$ cat src/rtl/hazard_control_unit_pkg.sv
// ---------------------------------------------------------------------------
// hazard_control_unit_pkg
//   Shared encodings for the hazard control unit of the 5-stage MIPS core:
//   forwarding-select codes, FSM state encoding, the hard-wired zero
//   register, and a helper that decides whether a later pipeline stage
//   produces a value that an EX-stage operand must pick up.
// ---------------------------------------------------------------------------
package hazard_control_unit_pkg;

   // Forwarding mux select codes for an EX-stage ALU operand
   localparam logic [1:0] FWD_REG   = 2'b00;  // register file read data
   localparam logic [1:0] FWD_EXMEM = 2'b10;  // EX/MEM ALU result
   localparam logic [1:0] FWD_MEMWB = 2'b01;  // MEM/WB write-back data

   // $0 is hard-wired; it is never a real hazard or forwarding source
   localparam logic [4:0] REG_ZERO = 5'd0;

   // Load-use FSM states
   typedef enum logic {
      RUN   = 1'b0,
      STALL = 1'b1
   } hcu_state_e;

   // True when a stage that writes register dest produces the value that
   // an operand reading register src needs.
   function automatic logic reg_match(input logic       i_we,
                                      input logic [4:0] i_dest,
                                      input logic [4:0] i_src);
      return i_we && (i_dest != REG_ZERO) && (i_dest == i_src);
   endfunction

endpackage

$ cat src/rtl/hazard_control_unit_forward_select.sv
// ---------------------------------------------------------------------------
// hazard_control_unit_forward_select
//   Forwarding select for one EX-stage operand (instantiated once for rs ->
//   ForwardA and once for rt -> ForwardB). Purely combinational.
// Ports
//   i_ex_src        source register held in ID/EX for this operand
//   i_mem_reg_write EX/MEM instruction writes the register file
//   i_mem_dest_reg  EX/MEM destination register
//   i_wb_reg_write  MEM/WB instruction writes the register file
//   i_wb_dest_reg   MEM/WB destination register
//   o_fwd_sel       FWD_REG / FWD_EXMEM / FWD_MEMWB
// ---------------------------------------------------------------------------
module hazard_control_unit_forward_select
   import hazard_control_unit_pkg::*;
(
   input  logic [4:0] i_ex_src,
   input  logic       i_mem_reg_write,
   input  logic [4:0] i_mem_dest_reg,
   input  logic       i_wb_reg_write,
   input  logic [4:0] i_wb_dest_reg,
   output logic [1:0] o_fwd_sel
);

   logic w_mem_hit;
   logic w_wb_hit;

   assign w_mem_hit = reg_match(i_mem_reg_write, i_mem_dest_reg, i_ex_src);
   assign w_wb_hit  = reg_match(i_wb_reg_write,  i_wb_dest_reg,  i_ex_src);

   // EX/MEM holds the younger write, so it wins when both stages match.
   always_comb begin
      o_fwd_sel = FWD_REG;
      if (w_mem_hit) begin
         o_fwd_sel = FWD_EXMEM;
      end else if (w_wb_hit) begin
         o_fwd_sel = FWD_MEMWB;
      end
   end

endmodule

$ cat src/rtl/hazard_control_unit.sv
// ---------------------------------------------------------------------------
// hazard_control_unit
//   Consumer-side pipeline control for the 5-stage MIPS core.
//   - Load-use hazard: holds PC and IF/ID and injects a bubble into ID/EX for
//     LOAD_STALL_CYCLES cycles (legal range 1..7).
//   - Taken branch/jump resolved in MEM: flushes IF/ID, ID/EX and EX/MEM and
//     steers the PC to the target. A flush aborts any stall in progress.
//   - EX-stage forwarding selects for both ALU operands.
//   - Saturating debug counters of stall cycles and flush events.
// Parameters
//   LOAD_STALL_CYCLES  bubbles per load-use hazard (1..7)
//   CNT_W              width of the two performance counters
// Ports
//   i_clock, i_reset                  clock, asynchronous active-high reset
//   i_id_rs/rt, i_id_uses_rs/rt       decode-stage source fields and usage
//   i_ex_rs/rt                        ID/EX source registers (forwarding)
//   i_ex_r_enable, i_ex_reg_write,
//   i_ex_dest_reg                     ID/EX load flag, write enable, dest
//   i_mem_reg_write, i_mem_dest_reg   EX/MEM write enable and dest
//   i_mem_branch_taken                branch/jump taken in MEM this cycle
//   i_wb_reg_write, i_wb_dest_reg     MEM/WB write enable and dest
//   o_pc_write, o_ifid_write          stage enables (1 = may update)
//   o_ifid_flush, o_idex_flush,
//   o_exmem_flush                     flush/bubble requests
//   o_pc_src                          1 = PC takes the branch target
//   o_forward_a, o_forward_b          EX operand forwarding selects
//   o_stall_count, o_flush_count      saturating debug counters
//   o_dbg_state, o_dbg_rem,
//   o_dbg_hazard                      FSM state, remaining stall count, raw hz
//
// Interface timing: every output is a level that is valid throughout the
// cycle in which the inputs that produce it are stable; the pipeline samples
// them on the next rising edge. There is no request/acknowledge handshake.
// ---------------------------------------------------------------------------
module hazard_control_unit
   import hazard_control_unit_pkg::*;
#(
   parameter int LOAD_STALL_CYCLES = 1,
   parameter int CNT_W             = 32
) (
   input  logic             i_clock,
   input  logic             i_reset,
   input  logic [4:0]       i_id_rs,
   input  logic [4:0]       i_id_rt,
   input  logic             i_id_uses_rs,
   input  logic             i_id_uses_rt,
   input  logic [4:0]       i_ex_rs,
   input  logic [4:0]       i_ex_rt,
   input  logic             i_ex_r_enable,
   input  logic             i_ex_reg_write,
   input  logic [4:0]       i_ex_dest_reg,
   input  logic             i_mem_reg_write,
   input  logic [4:0]       i_mem_dest_reg,
   input  logic             i_mem_branch_taken,
   input  logic             i_wb_reg_write,
   input  logic [4:0]       i_wb_dest_reg,
   output logic             o_pc_write,
   output logic             o_ifid_write,
   output logic             o_ifid_flush,
   output logic             o_idex_flush,
   output logic             o_exmem_flush,
   output logic             o_pc_src,
   output logic [1:0]       o_forward_a,
   output logic [1:0]       o_forward_b,
   output logic [CNT_W-1:0] o_stall_count,
   output logic [CNT_W-1:0] o_flush_count,
   output hcu_state_e       o_dbg_state,
   output logic [2:0]       o_dbg_rem,
   output logic             o_dbg_hazard
);

   // The first stall cycle is spent in RUN, so STALL covers the remaining
   // LOAD_STALL_CYCLES-1 cycles; rem counts down to 0 on the last of them.
   localparam logic       MULTI_STALL = (LOAD_STALL_CYCLES > 1);
   localparam logic [2:0] REM_INIT    = MULTI_STALL ? 3'(LOAD_STALL_CYCLES - 2) : 3'd0;
   localparam logic [CNT_W-1:0] CNT_MAX = '1;
   localparam logic [CNT_W-1:0] CNT_ONE = CNT_W'(1);

   hcu_state_e       r_state;
   logic [2:0]       r_rem;
   logic [CNT_W-1:0] r_stall_count;
   logic [CNT_W-1:0] r_flush_count;

   logic       w_hz;
   logic       w_stall;
   logic       w_pc_write;
   logic       w_ifid_write;
   logic       w_ifid_flush;
   logic       w_idex_flush;
   logic       w_exmem_flush;
   logic       w_pc_src;
   logic [1:0] w_fwd_a;
   logic [1:0] w_fwd_b;

   // Load-use hazard: the load in EX writes a register the decode
   // instruction actually reads.
   assign w_hz = i_ex_r_enable && i_ex_reg_write && (i_ex_dest_reg != REG_ZERO) &&
                 ((i_id_uses_rs && (i_ex_dest_reg == i_id_rs)) ||
                  (i_id_uses_rt && (i_ex_dest_reg == i_id_rt)));

   // A taken branch kills the instruction that would otherwise be stalled,
   // so it masks both a fresh hazard and an in-progress stall.
   assign w_stall = !i_mem_branch_taken && ((r_state == STALL) || w_hz);

   // ------------------------------------------------------------------
   // Pipeline control outputs (combinational so a hazard stalls in the
   // same cycle it is detected; reset forces them without a clock)
   // ------------------------------------------------------------------
   always_comb begin
      w_pc_write    = 1'b1;
      w_ifid_write  = 1'b1;
      w_ifid_flush  = 1'b0;
      w_idex_flush  = 1'b0;
      w_exmem_flush = 1'b0;
      w_pc_src      = 1'b0;
      if (i_reset) begin
         w_pc_write    = 1'b0;
         w_ifid_write  = 1'b0;
         w_ifid_flush  = 1'b1;
         w_idex_flush  = 1'b1;
         w_exmem_flush = 1'b1;
      end else if (i_mem_branch_taken) begin
         w_ifid_flush  = 1'b1;
         w_idex_flush  = 1'b1;
         w_exmem_flush = 1'b1;
         w_pc_src      = 1'b1;
      end else if (w_stall) begin
         w_pc_write    = 1'b0;
         w_ifid_write  = 1'b0;
         w_idex_flush  = 1'b1;
      end
   end

   assign o_pc_write    = w_pc_write;
   assign o_ifid_write  = w_ifid_write;
   assign o_ifid_flush  = w_ifid_flush;
   assign o_idex_flush  = w_idex_flush;
   assign o_exmem_flush = w_exmem_flush;
   assign o_pc_src      = w_pc_src;

   // ------------------------------------------------------------------
   // Forwarding
   // ------------------------------------------------------------------
   hazard_control_unit_forward_select u_fwd_a (
      .i_ex_src        (i_ex_rs),
      .i_mem_reg_write (i_mem_reg_write),
      .i_mem_dest_reg  (i_mem_dest_reg),
      .i_wb_reg_write  (i_wb_reg_write),
      .i_wb_dest_reg   (i_wb_dest_reg),
      .o_fwd_sel       (w_fwd_a)
   );

   hazard_control_unit_forward_select u_fwd_b (
      .i_ex_src        (i_ex_rt),
      .i_mem_reg_write (i_mem_reg_write),
      .i_mem_dest_reg  (i_mem_dest_reg),
      .i_wb_reg_write  (i_wb_reg_write),
      .i_wb_dest_reg   (i_wb_dest_reg),
      .o_fwd_sel       (w_fwd_b)
   );

   assign o_forward_a = i_reset ? FWD_REG : w_fwd_a;
   assign o_forward_b = i_reset ? FWD_REG : w_fwd_b;

   // ------------------------------------------------------------------
   // Load-use stall FSM
   // ------------------------------------------------------------------
   always_ff @(posedge i_clock or posedge i_reset) begin
      if (i_reset) begin
         r_state <= RUN;
         r_rem   <= 3'd0;
      end else if (i_mem_branch_taken) begin
         r_state <= RUN;
         r_rem   <= 3'd0;
      end else begin
         case (r_state)
            RUN: begin
               if (w_hz && MULTI_STALL) begin
                  r_state <= STALL;
                  r_rem   <= REM_INIT;
               end
            end
            STALL: begin
               if (r_rem == 3'd0) begin
                  r_state <= RUN;
               end else begin
                  r_rem <= r_rem - 3'd1;
               end
            end
            default: begin
               r_state <= RUN;
               r_rem   <= 3'd0;
            end
         endcase
      end
   end

   // ------------------------------------------------------------------
   // Saturating debug counters
   // ------------------------------------------------------------------
   always_ff @(posedge i_clock or posedge i_reset) begin
      if (i_reset) begin
         r_stall_count <= '0;
         r_flush_count <= '0;
      end else begin
         if (!w_pc_write && (r_stall_count != CNT_MAX)) begin
            r_stall_count <= r_stall_count + CNT_ONE;
         end
         if (i_mem_branch_taken && (r_flush_count != CNT_MAX)) begin
            r_flush_count <= r_flush_count + CNT_ONE;
         end
      end
   end

   assign o_stall_count = r_stall_count;
   assign o_flush_count = r_flush_count;

   assign o_dbg_state  = r_state;
   assign o_dbg_rem    = r_rem;
   assign o_dbg_hazard = w_hz;

endmodule

$ cat config.mk
export PLATFORM = sky130hd
export DESIGN_NAME = hazard_control_unit
export DESIGN_NICKNAME = d
export VERILOG_FILES = /design/src/rtl/hazard_control_unit_pkg.sv /design/src/rtl/hazard_control_unit_forward_select.sv /design/src/rtl/hazard_control_unit.sv
export SDC_FILE = /design/constraint.sdc
export NUM_CORES = 1
export LEC_CHECK = 0
export CAP_MARGIN = 20
export CORE_AREA = 4 4 117 119
export CTS_CLUSTER_DIAMETER = 200
export DETAILED_ROUTE_END_ITERATION = 12
export DIE_AREA = 0 0 121 123
export GPL_TIMING_DRIVEN = 0
export MAX_ROUTING_LAYER = met4
export PLACE_DENSITY = 0.63
export SETUP_SLACK_MARGIN = 0.1
export SYNTH_ARGS = -nofsm -noshare
export SYNTH_HDL_FRONTEND = slang
export SYNTH_SLANG_ARGS = --single-unit
$ cat constraint.sdc
create_clock -name i_clock -period 4.4 [get_ports i_clock]
set_input_delay 0.88 -clock i_clock [delete_from_list [all_inputs] [get_ports i_clock]]
set_output_delay 0.88 -clock i_clock [all_outputs]
set_load 0.02 [all_outputs]
==> results of run 1 <==
path summary, 6_finish.rpt:
check | slack [ns] | cells after the start | start | end
setup reg to reg | 2.03 | 7 | o_stall_count[0] | o_stall_count[4]
max in group asynchronous | 2.78 | 4 | i_reset | o_stall_count[26]
setup / recovery | 0.19 | 9 | i_ex_dest_reg[0] | o_pc_write
hold reg to reg | 0.49 | 1 | o_flush_count[17] | o_flush_count[17]
hold / removal | 0.49 | 1 | o_flush_count[17] | o_flush_count[17]
min in group asynchronous | 1.09 | 3 | i_reset | o_dbg_rem[1]
stage by stage:
step / setup TNS, ns / utilization [%] / cell area, µm² / power, W / hold slack (ns)
after floorplan: 0 / - / 3709 / 0.001078 / 0.5886
after global placement: -3.100 / 40.86 / 5135 / 0.001343 / 0.4730
after detailed placement: -0.3511 / 41.02 / 5155 / 0.001354 / 0.4825
after CTS: 0 / 43.61 / 5482 / 0.002156 / 0.4937
after global routing: 0 / 43.74 / 5498 / 0.002240 / 0.5111
final: 0 / 43.74 / 5498 / 0.002133 / 0.4887
logic make-up (layout without fill, tap and decap cells):
logic type | Yosys count | after routing | synth area share [%]
adders and majority gates | 4 | 4 | 1.351
AOI/OAI and AO/OA | 12 | 12 | 2.263
and+or+nand+nor | 172 | 172 | 24.99
DFF | 68 | 68 | 45.93
xor gates and xnor gates | 90 | 90 | 21.28
muxes | 4 | 4 | 1.182
buffers and inverters | 25 | 166 | 3.006
area by class of cell:
type	count	share of cell area, %
inverters	13	0.9558
plain buffers	12	1.138
repair buffers	124	22.64
clock inverters	7	1.798
well taps	172	3.914
clock buffers	9	4.096
multi-input cells	282	34.41
flip-flops and latches	68	30.95
repair inverters	1	0.09103
report_power, final:
group	switching, W	internal [W]	total (W)
registers	0.000115	0.000706	0.000822
clock network	0.000289	0.000500	0.000789
logic	0.000255	0.000268	0.000523
per-layer routing:
metal | wire length [µm] | part of all wire, % | GRT usage (%)
met4 | 223 | 2.2 | 6.020
met5 | 0 | 0 | -
met3 | 707 | 7.1 | 4.392
met1 | 4310 | 43 | 16.93
met2 | 4720 | 47 | 22.96
state kept, by name, indices dropped and copies added (netlist names):
name	cells
o_dbg_rem	3
o_flush_count	32
o_stall_count	32
o_dbg_state	1
layout by cell type, fill, tap and decap left out, types with 2 or more instances in the layout:
cell / instances
nand3_1: 31
inv_1: 11
or3_1: 4
nand2_1: 27
ha_1: 4
clkinvlp_4: 2
and4_1: 7
a21oi_1: 3
nand2b_1: 2
o211ai_1: 2
nor3_1: 19
dfrtp_1: 68
clkbuf_1: 6
xnor2_1: 50
nand4_1: 23
buf_4: 6
inv_6: 2
and2_1: 2
nor4_1: 14
buf_2: 2
clkbuf_16: 9
xor2_1: 40
nor2_1: 26
and3_1: 10
or4_1: 3
clkdlybuf4s50_1: 119
bufinv_16: 2
mux2_1: 2
timing repair:
item / CTS / global route
setup buffers: 0 / 2
hold buffers: 0 / 0
setup endpoints to repair: 3 / 3
cloned: 1 / 0
pin swaps: 0 / 0
gates resized for setup: 2 / 2
Yosys cell counts, types with 3 or more instances:
cell type	instances	area [µm²]
and3_1	10	62.56
dfrtp_1	68	1702
xor2_1	40	350.3
and4_1	7	61.31
buf_4	4	30.03
nor4_1	14	87.58
inv_1	12	45.04
xnor2_1	50	437.9
clkbuf_1	6	22.52
nor3_1	19	95.09
a21oi_1	3	15.01
nor2_1	26	97.59
or4_1	3	22.52
or3_1	4	25.02
ha_1	4	50.05
nand3_1	31	155.2
nand2_1	27	101.4
nand4_1	23	143.9
==> out/metrics.csv, run 1 <==
metric,value,unit
yosysWarnings,0,
drt_iter0_markers,228,
dr.pass1.iters,4,
rows,41,
multi_input_area,0.001892,mm²
num_vias,3252,
fmax,237.5,MHz
power_density,388.1,mW/mm²
avgSynthCellArea,9.879,µm²
p_leak,2.250,nW
clock_latency,0.34,ns
min_period_over_period,95.70,%
die_h,123,µm
coreArea,0.01257,mm²
crit_path_top_delay_cell,clkdlybuf4s50_1,
htree_num_levels,3,
path_class,primary input to output port,
report.final.slew_viol_count,0,
place_congestion,0.8672,
cpPeakStageDelay,0.47,ns
wirelength,9962,µm
ir_worst_vdd,0.0002941,V
synth_ff_type,dfrtp_1,
cp.arrival,3.33,ns
min_period,4.211,ns
ys_seq_area_share,45.93,%
area_growth,48.40,%
finalSetupViolCount,0,
syn_area,0.003705,mm²
synth-edff-count,0,
io_pins,123,
max_cap_viol_count,0,
grt.overflow.total,0,
min_path_type,register to register,
max-slew-margin-rel,49.68,%
cts_tree,yes,
cts.path.max_buffers,2,
grt_pass1_vias,3382,
synthCells,375,
run_status,"complete, no violations",
async_flop_share,100.0,%
worst_slack,0.1894,ns
pre_cts_ws,-0.1524,ns
yosysUniqueCellTypes,36,
path_clk_slew,0.06,ns
dieArea,0.01488,mm²
ctsRootBufferMaster,clkbuf_16,
grt_start_max_net_pins,39,
viasPerCell,4.727,
drc,0,
final_cells,688,
initial_utilization,29.48,%
ant_nets,0,
worstPathMaxFanout,11,
synth_nets,423,
rsz0062_at_grt,false,
grt.total_usage,14.37,%
antenna_found_initial,0,
wl_per_cell,14.48,µm
final_layout_size_suffix_gt1_share,6.008,%
critPathLaunchType,primary input,
required,3.52,ns
hpwlAfterDp,7681,µm
nFillCells,1246,
cts.sinks,68,
end_kind,output port,
synth.ff_latch_count,68,
crit_family,buffers and inverters,
diodes,0,
regArea,0.001702,mm²
io_buffer_count,121,
hold_viol,0,
crit_chain,"clkdlybuf4s50_1, or3_1, o311a_1, and2_0, a221o_1, inv_2, buf_4, buf_4, clkdlybuf4s15_1",
cp_num_buf_inv,5,
crit_path_frequent_cell,buf_4,
grt_pass1_wl,16660,µm
worstMarginPinSlew,0.7478,ns
placed_cells,669,
numCtsBuffers,9,
dieWidth,121,µm
fin_worst_skew,0.007804,ns
nets,559,
Note: power is estimated with default switching activity, not from simulation.
==> run 2, diff against run 1 <==
--- a/config.mk
+++ b/config.mk
@@ -5,14 +5,12 @@
 export SDC_FILE = /design/constraint.sdc
 export NUM_CORES = 1
 export LEC_CHECK = 0
-export CAP_MARGIN = 20
-export CORE_AREA = 4 4 117 119
+export CORE_AREA = 2 2 115 117
 export CTS_CLUSTER_DIAMETER = 200
 export DETAILED_ROUTE_END_ITERATION = 12
-export DIE_AREA = 0 0 121 123
+export DIE_AREA = 0 0 117 119
 export GPL_TIMING_DRIVEN = 0
 export MAX_ROUTING_LAYER = met4
-export PLACE_DENSITY = 0.63
 export SETUP_SLACK_MARGIN = 0.1
 export SYNTH_ARGS = -nofsm -noshare
 export SYNTH_HDL_FRONTEND = slang
==> out/metrics.csv, run 2 (same netlist as run 1, synthesis figures left out) <==
metric,value,unit,change
io_pins,123,,unchanged
run_status,"complete, no violations",,unchanged
viasPerCell,4.724,,was 4.727
antenna_found_initial,0,,unchanged
grt.total_usage,14.85,%,was 14.37%
required,3.52,ns,about the same
initial_utilization,28.78,%,was 29.48%
place_congestion,0.7809,,was 0.8672
report.final.slew_viol_count,0,,unchanged
ant_nets,0,,unchanged
end_kind,output port,,unchanged
htree_num_levels,3,,unchanged
cts_tree,yes,,unchanged
ir_worst_vdd,0.0003430,V,was 0.0002941 V
timing.rr.start,o_flush_count[0],,was o_stall_count[0]
cts.sinks,68,,unchanged
dr.pass1.iters,6,,was 4
hpwlAfterDp,7507,µm,was 7681 µm
final_cell_mix,"clkdlybuf4s50_1 (118), dfrtp_1 (68), xnor2_1 (50)",,"was clkdlybuf4s50_1 (119), dfrtp_1 (68), xnor2_1 (50)"
coreArea,0.01287,mm²,was 0.01257 mm²
worst_hold_slack,0.4973,ns,was 0.4887 ns
final_layout_size_suffix_gt1_share,5.825,%,was 6.008%
fmax,237.2,MHz,was 237.5 MHz
layout.cells.most_common,clkdlybuf4s50_1,,unchanged
top_usage_layer,met2,,unchanged
r2r_slack,2.06,ns,was 2.03 ns
design_area,0.005507,mm²,was 0.005498 mm²
min_from,o_stall_count[19],,was o_flush_count[17]
grt_pass1_wl,15970,µm,was 16660 µm
rows,42,,was 41
min_period,4.216,ns,was 4.211 ns
finalSetupTns,0,ns,unchanged
numCtsBuffers,9,,unchanged
worstReg2RegEnd,o_flush_count[29],,was o_stall_count[4]
grt.overflow.total,0,,unchanged
min_period_over_period,95.81,%,was 95.70%
grt_start_max_net_pins,38,,was 39
clock_latency,0.33,ns,was 0.34 ns
r2r_cells,8,,was 7
pre_cts_ws,-0.4411,ns,was -0.1524 ns
grt_use_met1,18.95,%,was 16.93%
met2_usage,22.69,%,was 22.96%
worst_slack,0.1842,ns,was 0.1894 ns
met3_usage,4.987,%,was 4.392%
drt_iter0_markers,166,,was 228
ctsHoldBuffers,0,,unchanged
min_path_type,register to register,,unchanged
num_vias,3264,,was 3252
grt_pass1_vias,3217,,was 3382
p_leak,2.248,nW,was 2.250 nW
finalPower,0.002142,W,was 0.002133 W
drc,0,,unchanged
hold_path_depth,1,,unchanged
area_growth,48.63,%,was 48.40%
hold_viol,0,,unchanged
cp.arrival,3.34,ns,was 3.33 ns
critPathLaunchType,primary input,,unchanged
finalSetupViolCount,0,,unchanged
hold_end,o_stall_count[19],,was o_flush_count[17]
nets,558,,was 559
wirelength,9796,µm,was 9962 µm
die_h,119,µm,was 123 µm
ctsRootBufferMaster,clkbuf_16,,unchanged
worstPathMaxFanout,11,,unchanged
cts.path.max_buffers,2,,unchanged
max_cap_viol_count,0,,unchanged
dieWidth,117,µm,was 121 µm
max-slew-margin-rel,43.45,%,was 49.68%
path_clk_slew,0.06,ns,about the same
io_buffer_count,121,,unchanged
path_class,primary input to output port,,unchanged
dieArea,0.01392,mm²,was 0.01488 mm²
dpl_cell_area,0.005160,mm²,was 0.005155 mm²
power_density,389.0,mW/mm²,was 388.1 mW/mm²
fin_worst_skew,0.006750,ns,was 0.007804 ns
rsz0062_at_grt,false,,unchanged
wl_per_cell,14.18,µm,was 14.48 µm
worstMarginPinSlew,0.8437,ns,was 0.7478 ns
diodes,0,,unchanged
-- run 2: report_power, final --
group / switching [W] / internal (W) / leakage, nW / total (W)
sequential: 0.000117 / 0.000706 / 0.873 / 0.000823
combinational: 0.000253 / 0.000266 / 1.22 / 0.000519
clock: 0.000272 / 0.000528 / 0.158 / 0.000800
total: 0.000642 / 0.00150 / 2.25 / 0.00214
-- run 2: what timing repair did --
item / in CTS / in global routing
resized for setup: 3 / 2
gates cloned: 1 / 0
endpoints found under the hold margin: 0 / 0
setup endpoints to repair: 7 / 2
setup buffers: 1 / 0
-- run 2: worst max-delay path by stage --
| stage | startpoint | to | slack, ns | cells after the start |
|---|---|---|---|---|
| 4_1_cts | i_ex_dest_reg[0] | o_pc_write | 0.16 | 9 |
| 3_3_place_gp | i_reset | o_forward_a[0] | -0.77 | 6 |
| 2_1_floorplan | i_reset | o_forward_a[0] | 0.52 | 4 |
| 6_report | i_ex_dest_reg[0] | o_pc_write | 0.18 | 9 |
| 5_1_grt | i_ex_dest_reg[0] | o_pc_write | 0.10 | 9 |
| 3_5_place_dp | i_reset | o_forward_a[0] | -0.44 | 7 |
-- run 2: layer usage --
metal	vias up	wire length (µm)
met3	13	624
met5	-	0
met1	1569	4364
met2	108	4657
met4	0	150
li1	1574	-
-- run 2: per-stage QoR --
| stage | util [%] | instances |
|---|---|---|
| floorplan | - | 375 |
| global placement | 39.92 | 672 |
| detailed placement | 40.08 | 673 |
| CTS | 42.76 | 691 |
| global route | 42.77 | 691 |
| finish | 42.77 | 691 |
-- run 2: layout make-up --
type	instances	area (µm²)
buffer	12	62.56
clock buffer	11	252.7
clock inverter	5	83.83
fill	1239	7368
inverter	13	52.55
multi-input combinational	282	1892
sequential	68	1702
tap	176	220.2
timing repair buffer	123	1236
timing repair inverter	1	5.005
-- run 2: critical path: stages --
cell,delay (ns)
clkdlybuf4s50_1,0.46
or3_1,0.39
o311a_1,0.33
and2_0,0.16
a221o_1,0.37
inv_2,0.13
buf_4,0.20
buf_4,0.12
clkdlybuf4s15_1,0.29
==> run 3, diff against run 2 <==
--- a/config.mk
+++ b/config.mk
@@ -5,10 +5,11 @@
 export SDC_FILE = /design/constraint.sdc
 export NUM_CORES = 1
 export LEC_CHECK = 0
-export CORE_AREA = 2 2 115 117
+export ABC_AREA = 1
+export CORE_AREA = 2 2 132 134
 export CTS_CLUSTER_DIAMETER = 200
 export DETAILED_ROUTE_END_ITERATION = 12
-export DIE_AREA = 0 0 117 119
+export DIE_AREA = 0 0 134 136
 export GPL_TIMING_DRIVEN = 0
 export MAX_ROUTING_LAYER = met4
 export SETUP_SLACK_MARGIN = 0.1
==> out/metrics.csv, run 3 <==
metric,value,unit,change
synth.most_common_cell,nand2_1,,was dfrtp_1
grt_pass1_vias,5126,,was 3217
syn_area,0.004959,mm²,was 0.003705 mm²
path_clk_slew,0.06,ns,about the same
post_cts_resized,0,,was 3
hpwlAfterDp,11370,µm,was 7507 µm
r2r_slack,2.18,ns,was 2.06 ns
cp.arrival,3.10,ns,was 3.34 ns
synth.area.top_cells,"dfrtp_1 (34%), nand2_1 (23%), nor2_1 (7.7%)",,"was dfrtp_1 (46%), xnor2_1 (12%), xor2_1 (9.5%)"
place_congestion,0.9020,,was 0.7809
hold_viol,0,,unchanged
min_from,o_flush_count[3],,was o_stall_count[19]
yosysWarnings,0,,unchanged
grt_use_met1,21.91,%,was 18.95%
coreArea,0.01688,mm²,was 0.01287 mm²
ant_nets,0,,unchanged
nets,936,,was 558
hold_end,o_flush_count[3],,was o_stall_count[19]
drc,0,,unchanged
clock_latency,0.33,ns,about the same
finalPower,0.002045,W,was 0.002142 W
required,3.52,ns,about the same
path_class,primary input to output port,,unchanged
timing.rr.start,o_stall_count[0],,was o_flush_count[0]
critPathLaunchType,primary input,,unchanged
power_frac_comb,21.7,%,was 24.2%
worstPathMaxFanout,10,,was 11
end_kind,output port,,unchanged
worstReg2RegEnd,o_stall_count[2],,was o_flush_count[29]
run_status,"complete, no violations",,unchanged
synthCells,755,,was 375
clkPwrFrac,41.5,%,was 37.3%
p_leak,3.142,nW,was 2.248 nW
nFillCells,1764,,was 1239
grt.total_usage,17.47,%,was 14.85%
switching_share,29.89,%,was 29.98%
initial_utilization,29.38,%,was 28.78%
met2_usage,29.89,%,was 22.69%
cts.sinks,68,,unchanged
synth_top_area_share,34.32,%,was 45.93%
ys_top_cells_by_count,"nand2_1 (308), nor2_1 (102), dfrtp_1 (68), inv_1 (60), nand4_1 (47)",,"was dfrtp_1 (68), xnor2_1 (50), xor2_1 (40), nand3_1 (31), nand2_1 (27)"
rows,48,,was 42
fmax,251.3,MHz,was 237.2 MHz
cts.path.max_buffers,2,,unchanged
rsz0062_at_grt,false,,unchanged
met3_usage,2.685,%,was 4.987%
io_pins,123,,unchanged
hold_path_depth,1,,unchanged
drt_iter0_markers,313,,was 166
multi_input_area,0.002887,mm²,was 0.001892 mm²
report.final.slew_viol_count,0,,unchanged
min_period_over_period,90.44,%,was 95.81%
finalSetupViolCount,0,,unchanged
ys_seq_area_share,34.32,%,was 45.93%
synth_ff_type,dfrtp_1,,unchanged
cp-startpoint,i_mem_branch_taken,,was i_ex_dest_reg[0]
synth.ff_latch_count,68,,unchanged
antenna_found_initial,0,,unchanged
yosys.area.top_type,dfrtp_1,,unchanged
htree_num_levels,3,,unchanged
top_usage_layer,met2,,unchanged
seq_power_share,36.8,%,was 38.4%
num_vias,5182,,was 3264
ctsRootBufferMaster,clkbuf_16,,unchanged
synth_nets,803,,was 423
worstMarginPinSlew,0.4950,ns,was 0.8437 ns
viasPerCell,4.635,,was 4.724
layout.cells.most_common,nand2_1,,was clkdlybuf4s50_1
grt_pass1_wl,25160,µm,was 15970 µm
max_cap_viol_count,0,,unchanged
grt_start_max_net_pins,69,,was 38
die_h,136,µm,was 119 µm
numCtsBuffers,9,,unchanged
power_density,299.2,mW/mm²,was 389.0 mW/mm²
p_sw,0.0006113,W,was 0.0006421 W
diodes,0,,unchanged
r2r_cells,10,,was 8
synth-edff-count,0,,unchanged
fin_worst_skew,0.01026,ns,was 0.006750 ns
async_flop_share,100.0,%,unchanged
max-slew-margin-rel,67.00,%,was 43.45%
avgSynthCellArea,6.568,µm²,was 9.879 µm²
dieArea,0.01822,mm²,was 0.01392 mm²
regArea,0.001702,mm²,unchanged
min_path_type,register to register,,unchanged
io_buffer_count,122,,was 121
final_layout_size_suffix_gt1_share,5.823,%,was 5.825%
intPower,0.001434,W,was 0.001500 W
dr.pass1.iters,4,,was 6
dieWidth,134,µm,was 117 µm
worst_slack,0.4206,ns,was 0.1842 ns
final_cell_mix,"nand2_1 (308), clkdlybuf4s50_1 (122), nor2_1 (102)",,"was clkdlybuf4s50_1 (118), dfrtp_1 (68), xnor2_1 (50)"
ir_worst_vdd,0.0002429,V,was 0.0003430 V
min_period,3.979,ns,was 4.216 ns
area_growth,37.85,%,was 48.63%
cts_tree,yes,,unchanged
ctsHoldBuffers,0,,unchanged
wl_per_cell,13.17,µm,was 14.18 µm
cts_setup_buffers,0,,was 1
yosysUniqueCellTypes,34,,was 36
pre_cts_ws,0.1499,ns,was -0.4411 ns
grt.overflow.total,0,,unchanged
wirelength,14730,µm,was 9796 µm
[run 3: changes by cell type after synthesis, moves of 9 or more]
cell / previous run / this run
and3_1: 10 / 1
inv_1: 12 / 60
nand2_1: 27 / 308
nand3_1: 31 / 22
nand3b_1: 0 / 18
nand4_1: 23 / 47
nor2_1: 26 / 102
nor4_1: 14 / 1
xnor2_1: 50 / 20
xor2_1: 40 / 30
[run 3: worst max path at each step]
stage	endpoint	slack, ns
final	o_pc_write	0.42
after detailed placement	o_pc_write	0.15
after CTS	o_pc_write	0.15
after floorplan	o_forward_b[0]	0.39
after global routing	o_pc_write	0.18
after global placement	o_forward_b[0]	-1.46
[run 3: cell type report]
cell class	instances	area share, %
clock inverter	7	1.794
buffer	18	1.684
tap	225	4.119
inverter	67	3.716
multi-input combinational	601	42.23
timing repair buffer	123	18.27
clock buffer	9	3.295
sequential	68	24.89
[run 3: power groups by stage]
stage,sequential [W],clock [W],combinational [W]
after floorplan,0.000802,0,0.000186
after global placement,0.000764,0,0.000438
after detailed placement,0.000761,0,0.000448
after global routing,0.000763,0.000906,0.000489
after CTS,0.000751,0.000874,0.000449
final,0.000752,0.000850,0.000444
[run 3: critical path, cell delays in order]
cell and delay [ns]:
clkdlybuf4s50_1 0.53, inv_1 0.18, nor2_1 0.08, inv_2 0.20
buf_1 0.39, nand2_1 0.15, buf_4 0.16, clkdlybuf4s50_1 0.52
[run 3: layer usage]
layer	vias up	share of wire [%]
met4	0	1.0
met2	98	50
li1	2670	-
met3	14	3.3
met5	-	0
met1	2400	46
[run 3: per-stage QoR]
stage / hold WS (ns) / cells / setup TNS, ns / utilization, % / instance area (µm²)
2_1_floorplan: 0.5951 / 755 / 0 / - / 4959
3_3_place_gp: 0.4900 / 1102 / -3.510 / 38.29 / 6461
3_5_place_dp: 0.4973 / 1103 / 0 / 38.46 / 6491
4_1_cts: 0.5056 / 1119 / 0 / 40.52 / 6839
5_1_grt: 0.5245 / 1118 / 0 / 40.50 / 6835
6_report: 0.5020 / 1118 / 0 / 40.50 / 6835
[run 3: kinds of logic (layout without fill, tap and decap cells)]
group	after synthesis	after routing	share of synthesized area, %
and+or+nand+nor	527	527	46.10
buffers and inverters	86	224	7.469
DFF	68	68	34.32
xor gates and xnor gates	50	50	8.832
AOI/OAI and AO/OA	20	20	2.271
adders and majority gates	4	4	1.009
